<file path="src/rtl/clkmult.sv">
// clkmult: clock multiplier for the eurorack-pmod sample-rate core set.
// Measures the period of a gate on sample_in0 with Schmitt thresholds and
// produces x2, x4 and x8 gate trains on sample_out1..3. The trains are
// phase-locked to each accepted rising edge.
// Optional macro CLKMULT_LOCK_OUT_EN: when defined, sample_out0 becomes a
// registered lock indicator (gate-high while running). When undefined,
// sample_out0 mirrors sample_in0 combinationally.
module clkmult #(
  parameter int W_PERIOD      = 16,
  parameter int MAX_PERIOD    = 48000,
  parameter int MIN_PERIOD    = 16,
  parameter int SCHMITT_HI_MV = 2000,
  parameter int SCHMITT_LO_MV = 500,
  parameter int OUT_HI_MV     = 5000
) (
  input  logic               sample_clk,
  input  logic               rst,
  input  logic signed [15:0] sample_in0,
  input  logic signed [15:0] sample_in1,
  input  logic signed [15:0] sample_in2,
  input  logic signed [15:0] sample_in3,
  output logic signed [15:0] sample_out0,
  output logic signed [15:0] sample_out1,
  output logic signed [15:0] sample_out2,
  output logic signed [15:0] sample_out3
);

  // Codes are millivolts with two fractional bits.
  localparam logic signed [15:0] HI     = 16'(SCHMITT_HI_MV * 4);
  localparam logic signed [15:0] LO     = 16'(SCHMITT_LO_MV * 4);
  localparam logic signed [15:0] OUT_HI = 16'(OUT_HI_MV * 4);
  localparam logic [W_PERIOD-1:0] MAX_CNT = W_PERIOD'(MAX_PERIOD);
  localparam logic [W_PERIOD-1:0] MIN_CNT = W_PERIOD'(MIN_PERIOD);
  localparam logic [W_PERIOD-1:0] ONE     = W_PERIOD'(1);

  typedef enum logic [1:0] {
    IDLE    = 2'd0,
    MEASURE = 2'd1,
    RUN     = 2'd2
  } state_t;

  state_t              state_reg, state_next;
  logic                last_hi_reg, last_hi_next;
  logic [W_PERIOD-1:0] cnt_reg, cnt_next;
  logic [W_PERIOD-1:0] period_reg, period_next;
  logic                rise, accept, timeout, resync;
  logic [2:0]          gate;

  // Inputs 1..3 carry no function in this block.
  logic unused_inputs;
  assign unused_inputs = ^{sample_in1, sample_in2, sample_in3};

  // A rise during IDLE always starts a measurement; later rises must be far
  // enough from the previous one to count, otherwise they are glitches.
  assign rise    = (sample_in0 > HI) && !last_hi_reg;
  assign accept  = rise && ((state_reg == IDLE) || (cnt_reg >= MIN_CNT));
  assign timeout = (cnt_reg >= MAX_CNT);

  // Next-state logic: Schmitt trigger, period counter and lock FSM.
  always_comb begin
    state_next   = state_reg;
    last_hi_next = last_hi_reg;
    cnt_next     = cnt_reg;
    period_next  = period_reg;
    resync       = 1'b0;

    if (rise) begin
      last_hi_next = 1'b1;
    end else if ((sample_in0 < LO) && last_hi_reg) begin
      last_hi_next = 1'b0;
    end

    if (accept) begin
      cnt_next = ONE;
    end else if (cnt_reg < MAX_CNT) begin
      cnt_next = cnt_reg + ONE;
    end

    // An accepted rise always wins over a timeout on the same cycle.
    case (state_reg)
      IDLE: begin
        if (accept) state_next = MEASURE;
      end
      MEASURE: begin
        if (accept) begin
          if (timeout) begin
            // Interval overflowed: treat this edge as a fresh first edge.
            state_next = MEASURE;
          end else begin
            state_next  = RUN;
            period_next = cnt_reg;
            resync      = 1'b1;
          end
        end else if (timeout) begin
          state_next  = IDLE;
          period_next = '0;
        end
      end
      RUN: begin
        if (accept) begin
          period_next = cnt_reg;
          resync      = 1'b1;
        end else if (timeout) begin
          state_next  = IDLE;
          period_next = '0;
        end
      end
      default: begin
        state_next  = IDLE;
        period_next = '0;
      end
    endcase
  end

  // State register for the Schmitt trigger, counter and FSM.
  always_ff @(posedge sample_clk) begin
    if (rst) begin
      state_reg   <= IDLE;
      last_hi_reg <= 1'b0;
      cnt_reg     <= '0;
      period_reg  <= '0;
    end else begin
      state_reg   <= state_next;
      last_hi_reg <= last_hi_next;
      cnt_reg     <= cnt_next;
      period_reg  <= period_next;
    end
  end

  // One generator per multiple: gen k emits 2^k pulses per input period.
  genvar gi;
  generate
    for (gi = 0; gi < 3; gi++) begin : gen_mult
      localparam int         K      = gi + 1;
      localparam logic [3:0] PC_MAX = 4'(1 << K);

      logic [W_PERIOD-1:0] ph_reg, ph_next, sub_len;
      logic [3:0]          pc_reg, pc_next;
      logic                gate_reg, gate_next;

      // Phase/pulse counting; once all pulses are emitted the phase freezes
      // so the floor remainder of the period never yields an extra pulse.
      always_comb begin
        sub_len = period_next >> K;
        ph_next = ph_reg;
        pc_next = pc_reg;
        if (resync || (state_next != RUN)) begin
          ph_next = '0;
          pc_next = '0;
        end else if (pc_reg < PC_MAX) begin
          if ((ph_reg + ONE) >= sub_len) begin
            ph_next = '0;
            pc_next = pc_reg + 4'd1;
          end else begin
            ph_next = ph_reg + ONE;
          end
        end
        gate_next = (state_next == RUN) && (pc_next < PC_MAX) &&
                    (ph_next < (sub_len >> 1));
      end

      // Registered phase, pulse count and gate level.
      always_ff @(posedge sample_clk) begin
        if (rst) begin
          ph_reg   <= '0;
          pc_reg   <= '0;
          gate_reg <= 1'b0;
        end else begin
          ph_reg   <= ph_next;
          pc_reg   <= pc_next;
          gate_reg <= gate_next;
        end
      end

      assign gate[gi] = gate_reg;
    end
  endgenerate

  assign sample_out1 = gate[0] ? OUT_HI : 16'sd0;
  assign sample_out2 = gate[1] ? OUT_HI : 16'sd0;
  assign sample_out3 = gate[2] ? OUT_HI : 16'sd0;

`ifdef CLKMULT_LOCK_OUT_EN
  logic lock_reg;

  // Lock indicator aligned with the cycles in which the FSM is in RUN.
  always_ff @(posedge sample_clk) begin
    if (rst) lock_reg <= 1'b0;
    else     lock_reg <= (state_next == RUN);
  end

  assign sample_out0 = lock_reg ? OUT_HI : 16'sd0;
`else
  assign sample_out0 = sample_in0;
`endif

endmodule

</file>
<file path="config.mk">
export PLATFORM = sky130hd
export DESIGN_NAME = clkmult
export DESIGN_NICKNAME = d
export VERILOG_FILES = /design/src/rtl/clkmult.sv
export SDC_FILE = /design/constraint.sdc
export NUM_CORES = 1
export LEC_CHECK = 0
export BUFFER_PORTS_ARGS = -buffer_cell sky130_fd_sc_hd__buf_2
export CAP_MARGIN = 20
export CORE_ASPECT_RATIO = 0.75
export CORE_MARGIN = 10
export CORE_UTILIZATION = 52
export CTS_CLUSTER_DIAMETER = 40
export DETAILED_ROUTE_END_ITERATION = 10
export PLACE_DENSITY_LB_ADDON = 0.08
export SYNTH_ARGS = -nofsm -noshare
export SYNTH_HDL_FRONTEND = slang
export SYNTH_SLANG_ARGS = --single-unit
</file>
<file path="constraint.sdc">
create_clock -name sample_clk -period 7 [get_ports sample_clk]
set_input_delay 1.05 -clock sample_clk [delete_from_list [all_inputs] [get_ports sample_clk]]
set_output_delay 1.05 -clock sample_clk [all_outputs]
set_load 0.005 [all_outputs]
</file>
=== After elaboration in Yosys (flattened, before gate mapping) ===
Index checks and enable logic that the tools add are counted.

* Logic and storage cells: 102
* Flip-flop bits (word level): 98

* Reduce and logical (&&, ||, !) cells: 17
* Bitwise operators: 1
* Equal/unequal tests: 5
* Add/subtract/negate cells: 7
* $lt $le $gt $ge: 17
* Multiplexer cells: 40

{| class="wikitable"
|+ Operators with widths
! cell !! number
|-
| 16-bit 2-to-1 mux || 13
|-
| 16-bit by 1-bit adder with 16-bit output (second input constant) || 4
|-
| 16-bit one-hot mux with 3 select lines || 1
|-
| 15-bit 2-to-1 mux || 3
|-
| 4-bit 2-to-1 mux || 9
|-
| 16-bit by 13-bit greater-or-equal comparator with 1-bit output || 1
|-
| 16-bit by 14-bit greater-or-equal comparator with 1-bit output || 1
|-
| 16-bit by 15-bit greater-or-equal comparator with 1-bit output || 1
|-
| 16-bit greater-or-equal comparator (second input constant) || 1
|-
| 16-bit by 5-bit greater-or-equal comparator with 1-bit output (second input constant) || 1
|-
| 16-bit by 14-bit > comparator with 1-bit output (second input constant) || 1
|-
| 16-bit by 12-bit less-than comparator with 1-bit output || 1
|-
| 16-bit by 12-bit less-than comparator with 1-bit output (second input constant) || 1
|-
| 16-bit by 13-bit less-than comparator with 1-bit output || 1
|-
| 16-bit by 14-bit less-than comparator with 1-bit output || 1
|-
| 16-bit less-than comparator (second input constant) || 1
|-
| 4-bit by 1-bit adder with 4-bit output (second input constant) || 3
|-
| 2-bit 2-to-1 mux || 5
|-
| 1-bit logical AND || 9
|-
| 4-bit by 2-bit less-than comparator with 1-bit output (second input constant) || 2
|-
| 4-bit by 3-bit less-than comparator with 1-bit output (second input constant) || 2
|-
| 4-bit less-than comparator (second input constant) || 2
|-
| 1-bit 2-to-1 mux || 7
|-
| 2-bit one-hot mux with 3 select lines || 1
|-
| 12 further kinds || 15
|}

=== Depth between registers and ports, before layout ===
Gate-level depths: netlist of run 1.

* Depth after elaboration: 12
* Gate-level depth with buffers: 30
* Gate-level depth less buffers: 27

=== Worst setup path after synthesis of run 1 ===
OpenSTA, ideal clock, no wires.

* Path type: input to register
* From: in sample_in0[0]
* To: reg gen_mult[2].gate_reg
* Data required time: 6885 ps
* Data arrival time: 6307 ps
* Stages: 27
* Slack: 579 ps
* Path through: nor4b_1 -> a211oi_1 -> nor3_1 -> or2_1 -> buf_6 -> mux2i_1 -> clkbuf_1 -> a22oi_1 -> or2_2 -> ha_1 -> a211oi_1 -> nand3_1 -> a31oi_1 -> o221ai_1 -> or3_1 -> clkbuf_1 -> a2111o_1 -> clkbuf_1 -> nor2_1 -> ha_1 -> o21ai_0 -> nand2b_1 -> a21oi_1 -> nor4_1 -> nor4b_1 -> o31a_1 -> a2111oi_0

{| class="wikitable"
|+ RTL lines
! what !! RTL line !! text
|-
| from (decl) || 18 || <nowiki>input logic signed [15:0] sample_in0,</nowiki>
|-
| 16-bit by 14-bit > comparator with 1-bit output (*) || 55 || <nowiki>assign rise = (sample_in0 > HI) && !last_hi_reg;</nowiki>
|-
| 1-bit logical AND (*) || 55 ||
|-
| 1-bit logical AND (*) || 56 || <nowiki>assign accept = rise && ((state_reg == IDLE) || (cnt_reg >= MIN_CNT));</nowiki>
|-
| 16-bit 2-to-1 mux, on equally long branches || 100, 85 ||
|-
| 16-bit one-hot mux with 3 select lines || 80 || <nowiki>case (state_reg)</nowiki>
|-
| 16-bit by 13-bit greater-or-equal comparator with 1-bit output || 151 || <nowiki>if ((ph_reg + ONE) >= sub_len) begin</nowiki>
|-
| 16-bit 2-to-1 mux || 151 ||
|-
| 16-bit 2-to-1 mux || 150 || <nowiki>end else if (pc_reg < PC_MAX) begin</nowiki>
|-
| 16-bit 2-to-1 mux (*) || 147 || <nowiki>if (resync || (state_next != RUN)) begin</nowiki>
|-
| named net gen_mult[2].ph_next[2] || 137 || <nowiki>logic [W_PERIOD-1:0] ph_reg, ph_next, sub_len;</nowiki>
|-
| 16-bit by 12-bit less-than comparator with 1-bit output (*) || 159 || <nowiki>(ph_next < (sub_len >> 1));</nowiki>
|-
| 1-bit logical AND (*) || 158 || <nowiki>gate_next = (state_next == RUN) && (pc_next < PC_MAX) &&</nowiki>
|-
| to (signal assigned) || 171 || <nowiki>gate_reg <= gate_next;</nowiki>
|-
| to (decl) || 139 || <nowiki>logic gate_reg, gate_next;</nowiki>
|}

Mark *: on every way through the listed nets, which the timed path passes. The rest lies on a longest branch.
A chain may end at the register's enable or synchronous reset.

=== Worst setup path after layout of run 1 ===
* From: in sample_in0[6]
* To: reg gen_mult[2].gate_reg

The elaborated chain is that of the path after synthesis.

==> results.md, run 1 <==
- Detail-routed net length per standard cell: 18.0 µm
- Ranking of synthesized cells by area: dfxtp_1 26%, ha_1 15%, nor2_1 6.9%
- Status: complete, no violations
- Worst r2r dst: gen_mult[2].gate_reg
- Count of buffers inserted at the top-level ports: 48
- WL met1: around 9.6 mm
- Vias after detailed routing: around 6,300
- Half-perimeter wire length of the detailed placement result: around 15 mm
- Post-route setup TNS: 0 ns
- Highest routing layer actually used: met4
- Setup slack after placement: -0.00900 ns
- Data arrival time at the worst-slack endpoint: just under 7 ns
- Min-Delay Path Depth: 2
- Setup slack of the worst register-to-register path: ~0.57 ns
- Yosys reg bits: 97
- Largest area contributor in the netlist: dfxtp_1
- Register clock-pin slew on the reported worst setup and hold paths: ~0.07 ns
- Crit path capture type: flop
- R2r startpoint: state_reg[0]
- Number of synthesized flops with an enable pin: 0
- Detailed-router iteration count before antenna repair: 4
- Met2 routed WL: between 8 and 9 mm
- GRT Total Usage: between 20% and 30%
- Maximum number of pins on one net before global-route repair: 39
- Leakage power figure: ~3.5 nW
- Upper clock frequency limit: about 150 MHz
- Crit Path Max Fanout: 11
- Cts bufs inserted: 9
- Count of cell types in the netlist: 67
- Final worst slack: approximately 0.40 ns
- Initial antenna violation count: 0
- Placeable core region: 0.0138 mm²
- Worst-Margin Slew: 0.981 ns
- Startpoint of the worst hold path: gen_mult[1].ph_reg[15]
- Final number of hold-violating endpoints: 0
- Max-slew violation total from the final report: 0
- Shortest period the worst path allows: about 6.6 ns
- # placed instances: 1,086
- Period Utilization, post-route: between 90% and 100%
- Global placement routability congestion: a little under 0.9
- Final setup violating endpoints: 0
- Rows: 37
- Wire length of the first global-routing pass: 32.4 mm
- Share of Yosys cell area claimed by the top area cell type: about a quarter
- Clock sink total: 97
- Count of placed standard cells in the final layout, fillers left out: between 1,000 and 1,500
- Number of filler instances in the final layout: approximately 1,300
- Reg2reg path depth: 25
- Largest voltage drop on the vdd net: between 0.1 and 0.15 mV
- Tightest Hold Check Type: flop to flop
- Wire length after detailed routing: 19.9 mm
- Clock tree buffer depth: 2
- Met3 routed WL: 1.01 mm
- Die width: about 160 µm
- Total die area: between 0.015 and 0.02 mm²
- Crit Path Category: primary input to flop
- Via count normalized by instance count: approximately 5.8
- Crit path max-delay cell type: a2111o_1
- Grt ovf: 0
- Vertical die dimension: between 100 and 150 µm
- Max capacitance violation total: 0
- Synthesized area divided by synthesized cell count: a little over 8 µm²
- Antenna diode count: 0
- Destination of the worst hold path: gen_mult[1].ph_reg[15]
- Required time of the worst setup path: 7.22 ns
- Maximum clock skew at final layout: 0.00794 ns
- Ranking of synthesized cells by instance count: 135 x nor2_1, 97 x dfxtp_1, 90 x ha_1
- TritonCTS clock tree: yes
- Antenna-violating nets left: 0
- Leading cell type by number of instances after synthesis: nor2_1
- Starting density of the core: approximately 53%
- Source-to-sink clock delay at the later pin of the worst-skew pair: about 0.36 ns
- CP startpoint kind: primary input
- Number of global-route vias before repair: between 6,000 and 7,000
- Iter 0 DRT Violations: about 480
- Area growth from synthesis to final layout: 6.46%
- # IOs: 130
- Setup fix buffers added after clock tree synthesis: 0
- Dominant register cell in the synthesized netlist: dfxtp_1
- Crit-path max cell delay: roughly 0.58 ns
- Post-synthesis cell count: between 900 and 1,000
- Flip-flop count of the largest register, all copies and words added: 48
- Max-Slew Margin vs Limit: 34.3%
- Fraction of layout cells with a size suffix above 1: between 10% and 20%
- PD cells: 164 mW/mm²
- DRC violation count after routing: 0
- Async set or reset register ratio after synthesis: 0%
- Final layout net count: around 1,100
- Post-synthesis cell area: between 0.007 and 0.008 mm²
- Root Buffer: clkbuf_16
- Unrepaired setup endpoints after global routing: no
- Portion of the post-synthesis area used by sequential elements: 26.3%
- Number of levels the H-tree was split into: 3
- Yosys warning total: 0
area by class of cell:
class	count	area (µm²)	area share [%]
clock buffers	9	225	2.86
clock inverters	7	119	1.51
inverters	15	56.3	0.715
multi-input cells	724	4870	61.8
flip-flops and latches	97	1940	24.7
well taps	175	219	2.78
repair buffers	75	443	5.63
per-stage QoR:
stage	power [mW]	utilization [%]	instance area, µm²	hold WS [ns]
2_1_floorplan	0.694	-	7520	0.432
3_3_place_gp	0.718	54.4	7520	0.451
3_5_place_dp	0.723	54.4	7520	0.461
4_1_cts	1.30	56.8	7870	0.478
5_1_grt	1.35	56.9	7870	0.516
6_report	1.29	56.9	7870	0.482
report_power, final:
part | total, mW | internal (mW) | switching, mW
Sequential | 0.566 | 0.559 | 0.00720
Clock | 0.578 | 0.349 | 0.229
Combinational | 0.148 | 0.0503 | 0.0978
Total | 1.29 | 0.958 | 0.334
per-layer routing:
metal  vias to the layer above  track usage [%]
met5                         -                0
met4                         0             5.30
met3                        26             4.44
met2                       156             32.8
met1                      3017             28.7
li1                       3138                -
worst max-delay path: cells and delay by family:
kind | cells | cell delay [ns]
compound gates | 12 | 3.36
simple gates | 9 | 1.60
fa+ha+maj | 2 | 0.48
buf+inv | 2 | 0.30
cells in the final DEF (no fill, tap or decap), types with 16 or more instances in the layout:
cell     count
o21ai_0     20
ha_1        90
or2_2       16
nand2_1     53
conb_1      33
nor3_1      34
buf_2       48
dfxtp_1     97
buf_4       27
and3_1      22
xnor2_1     43
xor2_1      44
nand3_1     33
nor2_1     135
a21oi_1     27
logic make-up (layout without fill, tap and decap cells):
kind of cell,count (synthesis),count (layout),synth area share [%]
flops,97,97,26.3
fa+ha+maj,90,90,15.2
buf+inv,115,106,9.61
simple gates,372,372,24.8
xor+xnor,87,87,10.3
mux,8,8,1.10
other cells,1,33,0.0507
compound gates,134,134,12.6
what timing repair did:
item                                    CTS  global route
endpoints found under the setup margin    0             2
gates resized for setup                   0             2
hold buffers                              0             0
how the worst max path moves through the flow:
stage,start,to,cells after the start
4_1_cts,sample_in0[0],gen_mult[2].gate_reg,24
3_5_place_dp,sample_in0[0],gen_mult[2].gate_reg,24
2_1_floorplan,sample_in0[0],gen_mult[2].gate_reg,27
5_1_grt,sample_in0[0],gen_mult[1].gate_reg,28
6_report,sample_in0[6],gen_mult[2].gate_reg,25
3_3_place_gp,sample_in0[0],gen_mult[2].gate_reg,24
(Power assumes the default switching activity.)
==> run 2, diff against run 1 <==
--- a/config.mk
+++ b/config.mk
@@ -12,6 +12,7 @@
 export CORE_UTILIZATION = 52
 export CTS_CLUSTER_DIAMETER = 40
 export DETAILED_ROUTE_END_ITERATION = 10
+export GPL_TIMING_DRIVEN = 0
 export PLACE_DENSITY_LB_ADDON = 0.08
 export SYNTH_ARGS = -nofsm -noshare
 export SYNTH_HDL_FRONTEND = slang
==> constraint.sdc (replaced) <==
create_clock -name sample_clk -period 5.8 [get_ports sample_clk]
set_input_delay 0.87 -clock sample_clk [delete_from_list [all_inputs] [get_ports sample_clk]]
set_output_delay 0.87 -clock sample_clk [all_outputs]
set_load 0.005 [all_outputs]
==> results.md, run 2 (synthesized netlist as in run 1, its figures left out) <==
- Cts bufs inserted: 9 (unchanged)
- PD cells: 176 mW/mm² (was 164 mW/mm²)
- Placeable core region: 0.0138 mm² (unchanged)
- Total die area: 0.0194 mm² (unchanged)
- Rows: 37 (unchanged)
- Number of hold-repair buffers added at the cts stage: 0 (unchanged)
- Source-to-sink clock delay at the later pin of the worst-skew pair: 0.37 ns (was 0.36 ns)
- Min Hold Slack: 0.473 ns (was 0.482 ns)
- Reg2reg path depth: 27 (was 25)
- Crit Path Max Fanout: 10 (was 11)
- Iter 0 DRT Violations: 402 (was 478)
- GRT Total Usage: 21.2% (was 20.9%)
- Period Utilization, post-route: 101%
- Wire length after detailed routing: 21.1 mm (was 19.9 mm)
- Flip-flop count of the largest register, all copies and words added: 48 (unchanged)
- Setup slack after placement: -1.50 ns (was -0.00900 ns)
- Half-perimeter wire length of the detailed placement result: 15.2 mm (was 15.1 mm)
- # placed instances: 1,159 (was 1,086)
- Cell internal pwr: 1.18 mW (was 0.958 mW)
- Maximum number of pins on one net before global-route repair: 17 (was 39)
- Vias after detailed routing: 6,712 (was 6,337)
- Final setup violating endpoints: 1 (was 0)
- Tightest Hold Check Type: flop to flop (unchanged)
- Design area: 0.00917 mm² (was 0.00787 mm²)
- Clock tree buffer depth: 2 (unchanged)
- Vertical die dimension: 123 µm (unchanged)
- Routing usage on met1: 30.2% (was 28.7%)
- Detailed-router iteration count before antenna repair: 5 (was 4)
- Tot Pwr: 1.61 mW (was 1.29 mW)
- R2r startpoint: state_reg[0] (unchanged)
- # IOs: 130 (unchanged)
- TritonCTS clock tree: yes (unchanged)
- Data arrival time at the worst-slack endpoint: 6.10 ns (was 6.81 ns)
- Max-slew violation total from the final report: 0 (unchanged)
- Power spent charging and discharging nets: 0.436 mW (was 0.334 mW)
- Power share of the clock group: 42.1% (was 44.8%)
- Setup slack of the worst register-to-register path: -0.05 ns (was 0.57 ns)
- Area after DPL: 0.00802 mm² (was 0.00752 mm²)
- Clock sink total: 97 (unchanged)
- Upper clock frequency limit: 171 MHz
- Violations in the final reports: setup timing
- DRC violation count after routing: 0 (unchanged)
- Worst-Margin Slew: 0.686 ns (was 0.981 ns)
- Number of levels the H-tree was split into: 3 (unchanged)
- Max-Slew Margin vs Limit: 54.3% (was 34.3%)
- Crit path to: gen_mult[2].gate_reg (unchanged)
- Most Used Layer, Global Route: met2 (unchanged)
- Grt ovf: 0 (unchanged)
- Sequential fraction of design power: 42.4% (was 43.8%)
- Switching part of the total power: 27.0% (was 25.9%)
- Final worst slack: -0.0525 ns (was 0.404 ns)
- Shortest period the worst path allows: about 5.9 ns
- Antenna diode count: 0 (unchanged)
- Status: complete, but fails checks (was complete, no violations)
- Via count normalized by instance count: 5.53 (was 5.75)
- Leakage power figure: 4.09 nW (was 3.47 nW)
- Met2 global-route usage: 32.2% (was 32.8%)
- Count of placed standard cells in the final layout, fillers left out: 1,213 (was 1,102)
- Starting density of the core: 53.4% (unchanged)
- Post-layout util: 66.3% (was 56.9%)
- Worst r2r dst: gen_mult[2].gate_reg (unchanged)
- Crit path capture type: flop (unchanged)
- CP startpoint kind: flop (was primary input)
- Commonest non-fill, non-tap cell in the layout: nor2_1 (unchanged)
- Count of buffers inserted at the top-level ports: 48 (unchanged)
- Global placement routability congestion: 0.907 (was 0.874)
- Number of global-route vias before repair: 6,127 (was 6,089)
- Final number of hold-violating endpoints: 0 (unchanged)
- Combinational Power Share: 15.5% (was 11.5%)
- Die width: 158 µm (unchanged)
- Antenna-violating nets left: 0 (unchanged)
- CP Launch Point: state_reg[0] (was sample_in0[6])
- Post-route setup TNS: -0.0525 ns (was 0 ns)
- Required time of the worst setup path: 6.05 ns (was 7.22 ns)
- Max capacitance violation total: 0 (unchanged)
- Wire length of the first global-routing pass: 32.8 mm (was 32.4 mm)
- Most used cells in the layout excluding fill and tap cells: 125 x nor2_1, 100 x buf_4, 95 x dfxtp_1, 79 x ha_1, 49 x buf_2 (was 135 x nor2_1, 97 x dfxtp_1, 90 x ha_1, 53 x nand2_1, 48 x buf_2)
- Area growth from synthesis to final layout: 24.0% (was 6.46%)
- Largest voltage drop on the vdd net: 0.157 mV (was 0.118 mV)
- Fraction of layout cells with a size suffix above 1: 25.5% (was 12.7%)
- Unrepaired setup endpoints after global routing: yes (was no)
- Maximum clock skew at final layout: 0.00711 ns (was 0.00794 ns)
- Final layout net count: 1,189 (was 1,078)
- Detail-routed net length per standard cell: 17.4 µm (was 18.0 µm)
- Initial antenna violation count: 0 (unchanged)
- Root Buffer: clkbuf_16 (unchanged)
- Crit Path Category: flop to flop (was primary input to flop)
- Fraction of met3 tracks used by global routing: 3.99% (was 4.44%)
- Register clock-pin slew on the reported worst setup and hold paths: 0.07 ns (about the same)
## run 2: area by class of cell
cell class                      count  area, µm²
Tap cell                          175        219
Clock inverter                      6       90.1
Timing Repair Buffer               89        617
Fill cell                        1175       4670
Inverter                           15       56.3
Sequential cell                    97       1940
Clock buffer                       10        239
Buffer                             97        678
Multi-Input combinational cell    724       5330
## run 2: what timing repair did
| action | 4_1_cts | 5_1_grt |
|---|---|---|
| pin swaps | 15 | 42 |
| endpoints found under the setup margin | 3 | 3 |
| gates resized for setup | 37 | 70 |
| buffers inserted | 13 | 26 |
| cloned | 1 | 1 |
## run 2: worst max-delay path, stage by stage, from the launching register on
cell and delay, ns:
dfxtp_1 0.34, inv_1 0.11, ha_1 0.15, buf_4 0.17, nor3_1 0.06, a311o_2 0.35, or2_1 0.26, buf_6 0.14
buf_12 0.12, and2_1 0.14, o311ai_1 0.26, a31o_2 0.25, ha_1 0.25, a21oi_1 0.13, o21ai_0 0.12, a31oi_1 0.19
o221ai_1 0.15, or3_4 0.37, a2111o_1 0.47, buf_8 0.15, buf_12 0.14, nor2_2 0.12, ha_1 0.24, nand4_1 0.16
nor4_4 0.07, nor4b_2 0.15, o31a_1 0.33, a2111oi_4 0.33
## run 2: worst min-delay path by stage
| stage | startpoint | endpoint | slack, ns | depth (start not counted) |
|---|---|---|---|---|
| final | gen_mult[1].ph_reg[15] | gen_mult[1].ph_reg[15] | 0.47 | 2 |
| after floorplan | gen_mult[1].ph_reg[15] | gen_mult[1].ph_reg[15] | 0.43 | 2 |
| after detailed placement | gen_mult[1].ph_reg[15] | gen_mult[1].ph_reg[15] | 0.46 | 2 |
| after global placement | gen_mult[1].ph_reg[15] | gen_mult[1].ph_reg[15] | 0.45 | 2 |
| after CTS | gen_mult[1].ph_reg[15] | gen_mult[1].ph_reg[15] | 0.47 | 2 |
| after global routing | gen_mult[0].pc_reg[2] | gen_mult[0].pc_reg[2] | 0.51 | 2 |
## run 2: power by group through the flow
stage                     clock (mW)  combinational [mW]  sequential [mW]
after detailed placement           0               0.207            0.698
after global routing           0.706               0.270            0.684
after CTS                      0.685               0.229            0.683
final                          0.678               0.250            0.683
after global placement             0               0.206            0.698
after floorplan                    0               0.152            0.696
## run 2: layer usage
layer / wire length, µm / part of all wire (%)
met3: 1340 / 6.3
met4: 237 / 1.1
met2: 9400 / 44
met5: 0 / 0
met1: 10200 / 48
